==> src/rtl/lvds_rx_word_fifo_if.sv <==
// Word handshake, flush and status bundle between the LVDS rx word FIFO and its neighbours.
// slave is the FIFO side; master is the side that drives enqueue/dequeue strobes.
interface lvds_rx_word_fifo_if #(
    parameter int AW = 4
);
    logic [31:0] enq_data;
    logic        EN_enq;
    logic        RDY_enq;
    logic [31:0] deq_data;
    logic        EN_deq;
    logic        RDY_deq;
    logic        flush;
    logic [AW:0] count;
    logic        overflow;
    logic        underflow;
    logic [7:0]  seq_err_cnt;

    modport slave (
        input  enq_data, EN_enq, EN_deq, flush,
        output RDY_enq, deq_data, RDY_deq, count, overflow, underflow, seq_err_cnt
    );

    modport master (
        output enq_data, EN_enq, EN_deq, flush,
        input  RDY_enq, deq_data, RDY_deq, count, overflow, underflow, seq_err_cnt
    );
endinterface

==> src/rtl/lvds_rx_word_fifo.sv <==
// FWFT word FIFO after the LVDS rx assembler; frame sequence checker built only with LVDS_RX_FIFO_SEQCHK_EN.
// Latency: a word enqueued at edge N is at the head after edge N; no enqueue-to-dequeue bypass.
// Backpressure: RDY_enq low when full, RDY_deq low when empty; rejected strobes set sticky flags.
module lvds_rx_word_fifo #(
    parameter int DEPTH = 16,
    parameter int AW    = 4
) (
    input  logic                 rx_outclock,
    input  logic                 pll_areset,
    lvds_rx_word_fifo_if.slave   f
);
    localparam logic [AW:0] FULL_CNT = (AW+1)'(DEPTH);

    logic [31:0]   mem [DEPTH];
    logic [AW-1:0] wr_ptr;
    logic [AW-1:0] rd_ptr;
    logic [AW:0]   count_q;
    logic          overflow_q;
    logic          underflow_q;
    logic          enq_acc;
    logic          deq_acc;

    // Ready flags derive only from registered occupancy, never from the strobes.
    assign f.RDY_enq  = (count_q != FULL_CNT);
    assign f.RDY_deq  = (count_q != '0);
    assign f.count    = count_q;
    assign f.overflow = overflow_q;
    assign f.underflow = underflow_q;
    assign f.deq_data = mem[rd_ptr];

    assign enq_acc = f.EN_enq && f.RDY_enq && !f.flush;
    assign deq_acc = f.EN_deq && f.RDY_deq && !f.flush;

    always_ff @(posedge rx_outclock) begin
        if (enq_acc) begin
            mem[wr_ptr] <= f.enq_data;
        end
    end

    always_ff @(posedge rx_outclock or posedge pll_areset) begin
        if (pll_areset) begin
            wr_ptr      <= '0;
            rd_ptr      <= '0;
            count_q     <= '0;
            overflow_q  <= 1'b0;
            underflow_q <= 1'b0;
        end else if (f.flush) begin
            wr_ptr      <= '0;
            rd_ptr      <= '0;
            count_q     <= '0;
            overflow_q  <= 1'b0;
            underflow_q <= 1'b0;
        end else begin
            if (enq_acc) begin
                wr_ptr <= wr_ptr + 1'b1;
            end
            if (deq_acc) begin
                rd_ptr <= rd_ptr + 1'b1;
            end
            case ({enq_acc, deq_acc})
                2'b10:   count_q <= count_q + 1'b1;
                2'b01:   count_q <= count_q - 1'b1;
                default: count_q <= count_q;
            endcase
            if (f.EN_enq && !f.RDY_enq) begin
                overflow_q <= 1'b1;
            end
            if (f.EN_deq && !f.RDY_deq) begin
                underflow_q <= 1'b1;
            end
        end
    end

`ifdef LVDS_RX_FIFO_SEQCHK_EN
    typedef enum logic {SEED, TRACK} seq_state_t;

    seq_state_t  seq_state;
    logic [6:0]  exp_seq;
    logic [7:0]  seq_err_q;
    logic [6:0]  rx_seq;

    assign rx_seq        = f.enq_data[30:24];
    assign f.seq_err_cnt = seq_err_q;

    // Only stored words carrying the valid marker take part; every checked word resyncs exp_seq.
    always_ff @(posedge rx_outclock or posedge pll_areset) begin
        if (pll_areset) begin
            seq_state <= SEED;
            exp_seq   <= '0;
            seq_err_q <= '0;
        end else if (f.flush) begin
            seq_state <= SEED;
            exp_seq   <= '0;
            seq_err_q <= '0;
        end else if (enq_acc && f.enq_data[31]) begin
            exp_seq <= rx_seq + 7'd1;
            case (seq_state)
                SEED: begin
                    seq_state <= TRACK;
                end
                TRACK: begin
                    if (rx_seq != exp_seq && seq_err_q != 8'hFF) begin
                        seq_err_q <= seq_err_q + 8'd1;
                    end
                end
                default: seq_state <= SEED;
            endcase
        end
    end
`else
    assign f.seq_err_cnt = '0;
`endif
endmodule

==> src/flat_wrapper.sv <==
// flat-port wrapper written by rule: the top's interface ports become plain ports
module lvds_rx_word_fifo_flat 
#(
    parameter int DEPTH = 16,
    parameter int AW    = 4
)
  (rx_outclock, pll_areset, f_enq_data, f_EN_enq, f_EN_deq, f_flush, f_RDY_enq, f_deq_data, f_RDY_deq, f_count, f_overflow, f_underflow, f_seq_err_cnt);
  lvds_rx_word_fifo_if #(.AW(AW)) f_i ();
  input  logic rx_outclock;
  input  logic pll_areset;
  input wire logic [$bits(f_i.enq_data)-1:0] f_enq_data;
  input wire logic [$bits(f_i.EN_enq)-1:0] f_EN_enq;
  input wire logic [$bits(f_i.EN_deq)-1:0] f_EN_deq;
  input wire logic [$bits(f_i.flush)-1:0] f_flush;
  output wire logic [$bits(f_i.RDY_enq)-1:0] f_RDY_enq;
  output wire logic [$bits(f_i.deq_data)-1:0] f_deq_data;
  output wire logic [$bits(f_i.RDY_deq)-1:0] f_RDY_deq;
  output wire logic [$bits(f_i.count)-1:0] f_count;
  output wire logic [$bits(f_i.overflow)-1:0] f_overflow;
  output wire logic [$bits(f_i.underflow)-1:0] f_underflow;
  output wire logic [$bits(f_i.seq_err_cnt)-1:0] f_seq_err_cnt;
  assign f_i.enq_data = f_enq_data;
  assign f_i.EN_enq = f_EN_enq;
  assign f_i.EN_deq = f_EN_deq;
  assign f_i.flush = f_flush;
  assign f_RDY_enq = f_i.RDY_enq;
  assign f_deq_data = f_i.deq_data;
  assign f_RDY_deq = f_i.RDY_deq;
  assign f_count = f_i.count;
  assign f_overflow = f_i.overflow;
  assign f_underflow = f_i.underflow;
  assign f_seq_err_cnt = f_i.seq_err_cnt;
  lvds_rx_word_fifo #(.DEPTH(DEPTH), .AW(AW)) u_core (.rx_outclock(rx_outclock), .pll_areset(pll_areset), .f(f_i));
endmodule
==> config.mk <==
export PLATFORM = sky130hd
export DESIGN_NAME = lvds_rx_word_fifo_flat
export DESIGN_NICKNAME = d
export VERILOG_FILES = /design/src/rtl/lvds_rx_word_fifo_if.sv /design/src/rtl/lvds_rx_word_fifo.sv /design/src/flat_wrapper.sv
export SDC_FILE = /design/constraint.sdc
export NUM_CORES = 1
export LEC_CHECK = 0
export CORE_MARGIN = 2
export CORE_UTILIZATION = 60
export DETAILED_ROUTE_END_ITERATION = 8
export MAX_ROUTING_LAYER = met4
export PLACE_DENSITY = 0.77
export SLEW_MARGIN = 20
export SYNTH_ARGS = -nofsm -noshare
export SYNTH_HDL_FRONTEND = slang
export SYNTH_SLANG_ARGS = --single-unit
==> constraint.sdc <==
create_clock -name rx_outclock -period 6.25 [get_ports rx_outclock]
set_input_delay 0.9375 -clock rx_outclock [delete_from_list [all_inputs] [get_ports rx_outclock]]
set_output_delay 0.9375 -clock rx_outclock [all_outputs]
set_load 0.01 [all_outputs]
Yosys cells after proc, flatten, opt, wreduce, memory -nomap -nowiden
Memory sizes are Yosys's and may differ from the RTL's.
Index checks and enable logic that the tools add are counted.
Storage, ports and cells
  flip-flop bits (word level): 15
  bits in writable memories: 512
  input bits: 37
  output and inout bits: 49
  word-level logic and storage cells: 40
  memories kept: 1
Operators by class
  $add $sub $neg: 4
  equality and inequality tests: 3
  muxes and demuxes: 12
  reductions and logical operators: 15
Memory list
  u_core.mem: depth 16, width 32, read ports 1, clocked after Yosys merged registers in 0, wr ports 1, RTL line lvds_rx_word_fifo.sv:14  | logic [31:0] mem [DEPTH];
Operators with widths (number)
  $mux 4: 4
  $pmux 5 s2: 1
  $add 4x1->4 const B: 2
  $reduce_bool 2->1: 4
  $logic_and 1x1->1: 6
  $mux 1: 6
  $add 5x1->5 const B: 1
  $mux 5: 1
  $ne 5x5->1 const B: 1
  $reduce_bool 5->1: 1
  $sub 5x1->5 const B: 1
  $logic_not 1->1: 3
  $reduce_bool 3->1: 1
  $eq 2x1->1 const B: 1
  $eq 2x2->1 const B: 1

Depth between registers and ports, before layout
Gate-level depths: netlist of run 1.
  word-level depth: 6
  mapped depth: 10
  depth with buffers taken out: 9

Least setup slack after synthesis of run 1
Ideal clock, no wire load.
  path kind: input port to flip-flop
  from: input port f_EN_enq
  to: memory u_core.mem[0][0] (enable)
  setup time: 0.461 ns
  data arrival time: 3.814 ns
  required time: 5.789 ns
  slack: 1.975 ns
  stages: 4
  path buffers: 0
  path through: a21boi_2 nor2b_1 nand2_1 nor3_1
Between the ends
  longest elaborated chain between the ends: 4
Ends and longest elaborated chain
  start, declared: RTL line flat_wrapper.sv:12  | input wire logic [$bits(f_i.EN_enq)-1:0] f_EN_enq;
  $logic_and 1x1->1 (2 in series): RTL line lvds_rx_word_fifo.sv:31  | assign enq_acc = f.EN_enq && f.RDY_enq && !f.flush;
  $mux 1: RTL line lvds_rx_word_fifo.sv:35  | if (enq_acc) begin
  $mux 1 (not written as such): RTL line lvds_rx_word_fifo.sv:36  | mem[wr_ptr] <= f.enq_data;
  end, declared: RTL line lvds_rx_word_fifo.sv:14
Every way passes these cells.

Worst setup path in the final report of run 1
  from: register u_core.rd_ptr[0]
  to: output port f_deq_data[31]
Between the ends
  longest elaborated chain between the ends: 1
Ends and longest elaborated chain
  start, declared: RTL line lvds_rx_word_fifo.sv:16  | logic [AW-1:0] rd_ptr;
  start signal, assigned: RTL line lvds_rx_word_fifo.sv:58  | rd_ptr <= rd_ptr + 1'b1;
  $mem_v2 16x32
  end, declared: RTL line flat_wrapper.sv:16  | output wire logic [$bits(f_i.deq_data)-1:0] f_deq_data;
Every way passes these cells.

==> results of run 1 <==
power groups by stage:
stage,Sequential (W),Clock (W),Combinational [W]
3_3_place_gp,0.00417,0,0.00147
5_1_grt,0.00411,0.00322,0.00160
3_5_place_dp,0.00417,0,0.00149
6_report,0.00409,0.00304,0.00147
4_1_cts,0.00409,0.00308,0.00150
2_1_floorplan,0.00404,0,0.00114
cell families after synthesis:
group | after synthesis | share of synthesized area (%)
and+or+nand+nor | 90 | 2.41
other | 1 | 0.0183
muxes | 166 | 15.9
xor gates and xnor gates | 9 | 0.384
adders and majority gates | 7 | 0.427
DFF | 527 | 76.8
AOI/OAI and AO/OA | 78 | 2.43
buffers and inverters | 67 | 1.66
cells in the mapped netlist (2+ instances only):
| master | n |
|---|---|
| nand2_1 | 10 |
| mux2i_1 | 37 |
| buf_4 | 13 |
| buf_2 | 19 |
| or3_1 | 3 |
| dfrtp_1 | 15 |
| a31oi_1 | 2 |
| ha_1 | 7 |
| nor2b_1 | 33 |
| a21oi_1 | 37 |
| nor3_1 | 4 |
| nand2b_1 | 2 |
| nor2_1 | 26 |
| edfxtp_1 | 512 |
| inv_1 | 4 |
| xor2_1 | 8 |
| buf_6 | 2 |
| nand3_1 | 5 |
| clkbuf_1 | 27 |
| mux4_2 | 128 |
| a211oi_1 | 32 |
| o21ai_0 | 2 |
worst register-to-register path, delay by kind of cell, from the launching register on:
kind	cells	cell delay, ps
flip-flops	1	540
buffers and inverters	1	570
AND/OR/NAND/NOR	4	1390
AO/OA/AOI/OAI	1	320
per-layer routing:
layer,share of wire (%),wire (um)
met2,52,20900
met4,2.0,806
met3,6.4,2580
met5,0,0
met1,40,16200
flip-flops by register name (all words and copies together), names as in the netlist:
register	flops
u_core.f.count	5
u_core.rd_ptr	4
u_core.f.underflow	1
u_core.mem	512
u_core.wr_ptr	4
u_core.f.overflow	1
layout make-up:
class / instances / share of cell area, %
Antenna cell: 1 / 0.0106
Multi-Input combinational cell: 358 / 19.4
Timing Repair Buffer: 102 / 4.18
Tap cell: 448 / 2.38
Sequential cell: 527 / 66.9
Inverter: 4 / 0.0638
Clock buffer: 62 / 5.78
Clock inverter: 28 / 1.26
through the flow:
stage | power (W) | area (um^2) | instances | hold slack [ps]
after global placement | 0.00564 | 21900 | 1439 | 487
after detailed placement | 0.00566 | 21900 | 1439 | 497
after CTS | 0.00867 | 23500 | 1529 | 513
after global routing | 0.00893 | 23500 | 1530 | 535
after floorplan | 0.00518 | 20500 | 952 | 522
final | 0.00860 | 23500 | 1530 | 516
worst paths after layout:
check / from / endpoint / cells past startpoint
worst min register to register: u_core.f.overflow / u_core.f.overflow / 2
worst max register to register: u_core.f.count[1] / u_core.mem[3][21] / 6
worst max-delay path: u_core.rd_ptr[0] / f_deq_data[31] / 6
max in group asynchronous: pll_areset / u_core.rd_ptr[2] / 2
worst min-delay path: u_core.f.overflow / u_core.f.overflow / 2
min in group asynchronous: pll_areset / u_core.rd_ptr[0] / 2
==> impl_results.md, run 1 <==
- Gr ovfl total: 0
- Synth Flop Type: edfxtp_1
- Switching share of power: 23.5%
- CP max FO: a little under 50
- TritonCTS Buffers: 51
- Buf/Inv on CP: 2
- Routed WL per cell: 26.5 um
- EDFF count, synth: around 510
- GR peak layer: met2
- Multi-input gate area: 0.00457 mm^2
- Num ports: 86
- Drt pass-1 iters: 5
- Switching power: 0.00202 W
- Fmax: 218 MHz
- RSZ-0062 raised after global routing: false
- # DRC: 0
- Starting DRT DRC Count: 886
- Async S/R FF share, synth: 2.85%
- Share of cells above drive strength 1: 23.4%
- FF+latch count, synth: 527
- Vias: between 9000 and 10000
- Initial antenna violation count: 1
- Global routing usage on met2: 39.4%
- Area leader, netlist: edfxtp_1
- CP top delay family: flip-flops
- Nets: 1088
- Met1 Use GR: around a third
- ANT nets after route: 0
- Comb pwr share: 17.1%
- Tmin final: 4590 ps
- Clk_skew: 11.0 ps
- Worst-path clk slew: about 60 ps
- GPL Wtd Cong: 0.719
- Number of global-route vias before repair: between 10000 and 15000
- CP endpoint kind: output port
- Synth area leaders: edfxtp_1 75%, mux4_2 14%, dfrtp_1 1.8%, mux2i_1 1.8%, a211oi_1 1.2%
- Sequential fraction of the synthesis area: 76.8%
- Setup TNS: 0 ps
- Final hold violation count: 0
- GRT Resource Usage Total: 24.3%
- CTS tree: yes
- P&R area growth vs syn: 14.8%
- Root Driver: clkbuf_16
- Final number of setup-violating endpoints: 0
- Critical path cell sequence: buf_4, mux4_2, nor2b_1, a211oi_1, a21oi_1, clkdlybuf4s50_1
- Slowest stage delay, CP: 1030 ps
- Post-CTS Setup Inserts: 0
- Vias/cell: ~6.3
- Yosys top cell area share: 74.9%
- Latest clock arrival within the worst-skew pair: 560 ps
- Row Count: 67
- Dpl hpwl: 20900 um
- DP Worst Slack: 2080 ps
- Clock tree sinks: roughly 530
- Die Area: ~0.036 mm^2
- YS warnings: 0
- Clock buffer depth: 3
- FILL cells: 1963
- Register area: 0.0158 mm^2
- Layout Utilization: 70.1%
- Clock power share: 35.4%
- Initial Utilization: 61.0%
- Power per standard cell area: 365 mW/mm^2
- Cell Area, Synth: ~0.021 mm^2
- Final Max Slew Viols: 0
- Post-route clock period utilization: 73.4%
- Core ar.: 0.0336 mm^2
- Mean post-synth cell area: between 20 and 25 um^2
- Pin count of the biggest net entering global routing: 75
- Commonest non-fill, non-tap cell in the layout: edfxtp_1
- Worst Slack Setup Final: 1660 ps
- Post-CTS sizing: 0
- Synth Instances: 945
- R2R setup slack: 3030 ps
- Pint: 0.00658 W
- Port bufs: between 70 and 80
- Max-Cap Viols: 0
- Seq pwr share: 47.5%
- Hold_buf cts: 0
- Post-Route WL: 40500 um
- Chip height: 189 um
- Slowest-stage cell, CP: dfrtp_4
- Peak supply drop: about 0.26 mV
- CP Class: flip-flop to output port
- Commonest non-fill, non-tap cells in the layout: 512 x edfxtp_1, 128 x mux4_2, 77 x clkdlybuf4s50_1
- Max-Slew Margin vs Limit: 30.8%
- Setup crit start kind: flip-flop
- Worst slew pin tran: a little over 1000 ps
- H-tree levels: 2
- CP arrival: 3650 ps
- Min-Delay Path Class: flip-flop to flip-flop
- Worst EP required: roughly 5300 ps
- Static leakage: about 7.2 nW
- Status: finished, final reports clean
- First-pass GRT wire length: 61700 um
- Die width: around 190 um
- M3 GR Usage: 4.17%
- Cell variety after synth: 39
(Power assumes the default switching activity.)
==> inputs of run 2 (changes only) <==
clock period = 4.6 ns   (was 6.25 ns; I/O delays follow)
==> run 2 against run 1 <==
Sequential cell count did not move. Die area did not move. Sequential power rose by 34%. Non-clock buffer count rose by 14. Utilization rose by 0.12 points. Clock skew rose by 7.3 ps. Combinational power rose by 45%. Worst hold slack got worse by 30 ps. Cell count rose by 0.72%. Global-route usage barely moved. Via count rose by 1.4%. Critical endpoint is now f_deq_data[22].
==> impl_results.md, run 2 (synthesis results as in run 1) <==
- Share of cells above drive strength 1: 23.4% (about the same)
- Largest register FFs: 512 (unchanged)
- Clock tree sinks: 527 (unchanged)
- Post-CTS Setup Inserts: 0 (unchanged)
- Commonest non-fill, non-tap cells in the layout: 512 x edfxtp_1, 128 x mux4_2, 77 x clkdlybuf4s50_1
- Slowest-stage cell, CP: dfrtp_4
- Initial antenna violation count: 0 (-1)
- RSZ-0062 raised after global routing: false
- Chip height: 189 um (unchanged)
- Min-Delay Path Class: input pin to asynchronous set/reset pin
- Post-Route WL: 41100 um (+1.6%)
- Gr ovfl total: 0 (unchanged)
- Max-Cap Viols: 0 (unchanged)
- Reg2Reg Depth: 6 (unchanged)
- Post-route clock period utilization: 89.7%
- Latest clock arrival within the worst-skew pair: 560 ps (about the same)
- Fin Hold WS: 485 ps (-30.4 ps)
- CTS tree: yes
- Hold_buf cts: 0 (unchanged)
- Largest register by flop count: u_core.mem
- Port bufs: 77 (unchanged)
- CP max FO: 42 (-14%)
- TritonCTS Buffers: 50 (-2.0%)
- Multi-input gate area: 0.00457 mm^2 (unchanged)
- Worst-path clk slew: 60 ps (about the same)
- Initial Utilization: 61.0% (unchanged)
- First-pass GRT wire length: 61800 um (about the same)
- Slowest stage delay, CP: 760 ps (-270 ps)
- Clk_skew: 18.3 ps (+7.32 ps)
- # DRC: 0 (unchanged)
- Tot Pwr: 0.0114 W (+33%)
- Root Driver: clkbuf_16
- Nets: 1101 (+1.2%)
- Critical path cell sequence: buf_12, mux4_2, nor2b_1, a211oi_1, a21oi_1, clkdlybuf4s50_1
- Pin count of the biggest net entering global routing: 52 (-31%)
- Register area: 0.0158 mm^2 (unchanged)
- GPL Wtd Cong: 0.800 (+11%)
- # placed instances: 1453 (+0.97%)
- Non-filler cells, final: 1541 (+0.72%)
- CP arrival: 3440 ps (-210 ps)
- Post-CTS sizing: 0 (unchanged)
- Clock buffer depth: 3 (unchanged)
- Row Count: 67 (unchanged)
- Worst slew pin tran: 843 ps (-196 ps)
- Drt pass-1 iters: 5 (unchanged)
- CP endpoint kind: output port
- Final hold violation count: 0 (unchanged)
- Vias/cell: 6.31 (+0.73%)
- H-tree levels: 2 (unchanged)
- Worst EP required: 3910 ps (-1400 ps)
- Setup TNS: 0 ps (unchanged)
- Static leakage: 7.26 nW (+0.29%)
- Vias: 9730 (+1.4%)
- Final number of setup-violating endpoints: 0 (unchanged)
- Starting DRT DRC Count: 889 (+0.34%)
- Number of global-route vias before repair: 9939 (-1.2%)
- FILL cells: 1982 (+0.97%)
- Power per standard cell area: 483 mW/mm^2 (+32%)
- Routed WL per cell: 26.7 um (+0.83%)
- Num ports: 86 (unchanged)
- Commonest non-fill, non-tap cell in the layout: edfxtp_1
- Die Area: 0.0357 mm^2 (unchanged)
- GRT Resource Usage Total: 24.4% (about the same)
- Peak supply drop: 0.368 mV (+39%)
- Die width: 189 um (unchanged)
- Setup crit start kind: flip-flop
- Max-Slew Margin vs Limit: 43.8% (+13 points)
- Core ar.: 0.0336 mm^2 (unchanged)
- P&R area growth vs syn: 15.0%
- Dpl hpwl: 22400 um (+7.3%)
- Final Max Slew Viols: 0 (unchanged)
- Status: finished, final reports clean
- Fmax: 242 MHz
- CP Class: flip-flop to output port
- ANT nets after route: 0 (unchanged)
- Antenna diodes: 0 (-1)
- Tmin final: 4130 ps
-- run 2: cell types whose count changed in the layout (fill, tap and decap cells not counted), sizes merged --
cell,before,now
clkbuf,62,66
clkinv,18,19
buf,25,39
bufinv,6,2
diode,1,0
clkinvlp,3,0
-- run 2: critical path, delay by kind of cell, from the launching register on --
kind / cells / cell delay [ps]
mux: 1 / 550
compound gates: 2 / 500
buf+inv: 2 / 890
simple gates: 1 / 140
flops: 1 / 760
-- run 2: through the flow --
stage	utilization [%]	setup slack [ps]	area [um^2]
final	70.2	473	23600
after global routing	70.2	241	23600
after CTS	70.2	412	23600
after detailed placement	65.8	977	22100
after global placement	65.8	1040	22100
after floorplan	-	572	20500
-- run 2: layout make-up --
type	count	area share, %
timing repair buffer	116	5.09
multi-input combinational	358	19.4
clock inverter	22	0.637
inverter	4	0.0637
clock buffer	66	5.65
sequential	527	66.8
tap	448	2.38
-- run 2: where the power goes --
group	leakage, nW	internal (W)	total, W	switching, W
combinational	1.73	0.00119	0.00213	0.000944
sequential	4.81	0.00534	0.00549	0.000143
clock	0.728	0.00214	0.00378	0.00165
total	7.26	0.00867	0.0114	0.00273
-- run 2: worst paths after layout --
path                                       to  slack (ps)                from
max                            f_deq_data[22]         470    u_core.rd_ptr[0]
min                          u_core.wr_ptr[3]         490          pll_areset
max reg2reg                 u_core.mem[11][3]        1710   u_core.f.count[1]
min reg2reg                u_core.f.underflow         520  u_core.f.underflow
max in group asynchronous    u_core.rd_ptr[2]        3680          pll_areset
min in group rx_outclock   u_core.f.underflow         520  u_core.f.underflow
-- run 2: metal layers --
metal	routed length (um)	up-vias	GRT usage, %	share of wire [%]
li1	-	4139	-	-
met1	16500	5109	33.5	40
met2	20900	418	38.8	51
met3	2630	64	3.78	6.4
met4	1070	0	7.06	2.6
met5	0	-	-	0
==> patch, RTL diff (flow settings as in run 1) <==
Add a define of `LVDS_RX_FIFO_SEQCHK_EN`.
--- a/src/rtl/lvds_rx_word_fifo.sv
+++ b/src/rtl/lvds_rx_word_fifo.sv
@@ -1,6 +1,8 @@
 // FWFT word FIFO after the LVDS rx assembler; frame sequence checker built only with LVDS_RX_FIFO_SEQCHK_EN.
 // Latency: a word enqueued at edge N is at the head after edge N; no enqueue-to-dequeue bypass.
 // Backpressure: RDY_enq low when full, RDY_deq low when empty; rejected strobes set sticky flags.
+`define LVDS_RX_FIFO_SEQCHK_EN
+
 module lvds_rx_word_fifo #(
     parameter int DEPTH = 16,
     parameter int AW    = 4
Function: changed (Yosys sat finds a counterexample within 4 cycles, from zero or initial values and one cycle with pll_areset high).
==> patch against run 1 <==
Clock power rose by 3%. Register-to-register slack better by 0.08 ns. Die area grew 2.8%. Non-clock buffer count increased by 10. Total power grew 4.1%. Critical path depth decreased by 2. Setup slack better by 0.018 ns. Routed wire length grew 15%. Sequential power rose by 3%. Sequential cell count is 16 higher. Final area up 3.5%. Highest routed layer unchanged. Area after synthesis is 2.9% higher.
==> patch: results (changes against run 1) <==
[run_status]
status = finished clean

[power_and_ir_drop]
peakVddDrop_uv = 223  ; -16%
p_leak_uw = 0.00755  ; +4.3%

[route]
route.met2.wl_um = 24000  ; +15%
route.met3.wl_um = 3400  ; +32%
drc = 0  ; unchanged
viasPerCell = 6.62  ; +5.6%
drt-met1-wl_um = 17700  ; +9.2%
drt-initial-drc-count = 1026  ; +16%
wl_um = 46800  ; +15%

[place]
io_buffer_count = 85  ; +10%
dp_hpwl_um = 23300  ; +12%
routabilityCongestion = 0.788  ; +9.7%

[layout]
antenna_cells = 0  ; -1
drive_gt1_frac = 0.263  ; +0.0293
fin_nets = 1095  ; +0.64%
n_fill_cell = 2004  ; +2.1%

[global_route]
grt_use_total = 0.276  ; +0.0326
grt_pass1_wl_um = 69700  ; +13%
grt_max_degree = 74  ; -1.3%
antenna_found_initial = 0  ; -1
grt_pass1_vias = 10700  ; +6.4%

[sta]
fin_skew_ns = 0.0150  ; +0.00398 ns
worst_pin_slew_ns = 0.967  ; -0.0711 ns

[setup_path]
reg2reg_depth = 5  ; -1
crit_fanout = 37  ; -24%
worstPathArrival_ns = 3.63  ; -0.02 ns

[yosys]
yosysUniqueCellTypes = 45  ; +15%
synth_seq_area_share = 0.765  ; -0.00232
yosys_warnings = 0  ; unchanged
synth_area_leaders = edfxtp_1 73%, mux4_2 17%, dfrtp_1 3.7%
synthArstFlopShare = 0.0571  ; +0.0286
synth_common_cells = 512 x edfxtp_1, 160 x mux4_2, 31 x dfrtp_1, 29 x clkbuf_1, 22 x nor2_1
ys.flop_type = edfxtp_1

[worst_hold_path]
hold_path.class = register to register

[cts]
cts_resized = 0  ; unchanged
clockRootBuffer = clkbuf_16
numCtsBuffers = 52  ; +2.0%

==> patch: path summary, 6_finish.rpt <==
kind / endpoint / slack (ns) / start
hold reg to reg: u_core.f.underflow / 0.51 / u_core.f.underflow
setup reg to reg: u_core.mem[9][17] / 3.11 / u_core.f.count[1]
hold / removal: u_core.f.underflow / 0.51 / u_core.f.underflow
max in group asynchronous: u_core.rd_ptr[0] / 5.17 / pll_areset
min in group asynchronous: u_core.f.seq_err_cnt[3] / 0.76 / pll_areset
setup / recovery: f_deq_data[26] / 1.68 / u_core.rd_ptr[0]
==> patch: worst max-delay path, cell delays in order, from the launching register on <==
cell and delay (ns):
dfrtp_4 0.91, buf_4 0.53, mux4_2 0.57, mux4_2 0.52, clkdlybuf4s50_1 0.51
==> patch: cells by family (layout without fill, tap and decap cells) <==
family	count (synthesis)	count (layout)	share of synthesized area
xor gates and xnor gates	21	21	0.00871
adders and majority gates	9	9	0.00534
AOI/OAI and AO/OA	42	42	0.0132
DFF	543	543	0.765
and+or+nand+nor	96	96	0.0231
muxes	165	165	0.173
buffers and inverters	57	210	0.0113
==> patch: final cells by class <==
type                       instances  area, µm²  share of cell area
clock buffer                      67       1400              0.0575
inverter                           7       26.3             0.00108
tap                              455        569              0.0234
sequential                       543      16200               0.663
timing repair buffer             112       1090              0.0448
multi-input combinational        333       4820               0.198
clock inverter                    24        295              0.0121
==> patch: through the flow <==
step	hold WS, ns	area [µm²]	util	instances	worst slack [ns]
2_1_floorplan	0.474	21100	-	933	1.28
5_1_grt	0.556	24400	0.704	1541	1.46
3_3_place_gp	0.487	22700	0.655	1450	2.20
6_report	0.511	24400	0.704	1541	1.68
4_1_cts	0.519	24400	0.703	1541	1.57
3_5_place_dp	0.502	22700	0.655	1450	2.21
==> patch: where the power goes <==
| group | total (µW) | internal, µW | switching [µW] |
|---|---|---|---|
| registers | 4220 | 4070 | 154 |
| logic | 1600 | 912 | 692 |
| clock network | 3130 | 1830 | 1300 |
| total | 8950 | 6800 | 2150 |
==> patch: layer usage <==
layer	GRT usage	vias up
li1	-	4178
met1	0.364	5398
met2	0.445	522
met3	0.0444	106
met4	0.0956	0
met5	-	-
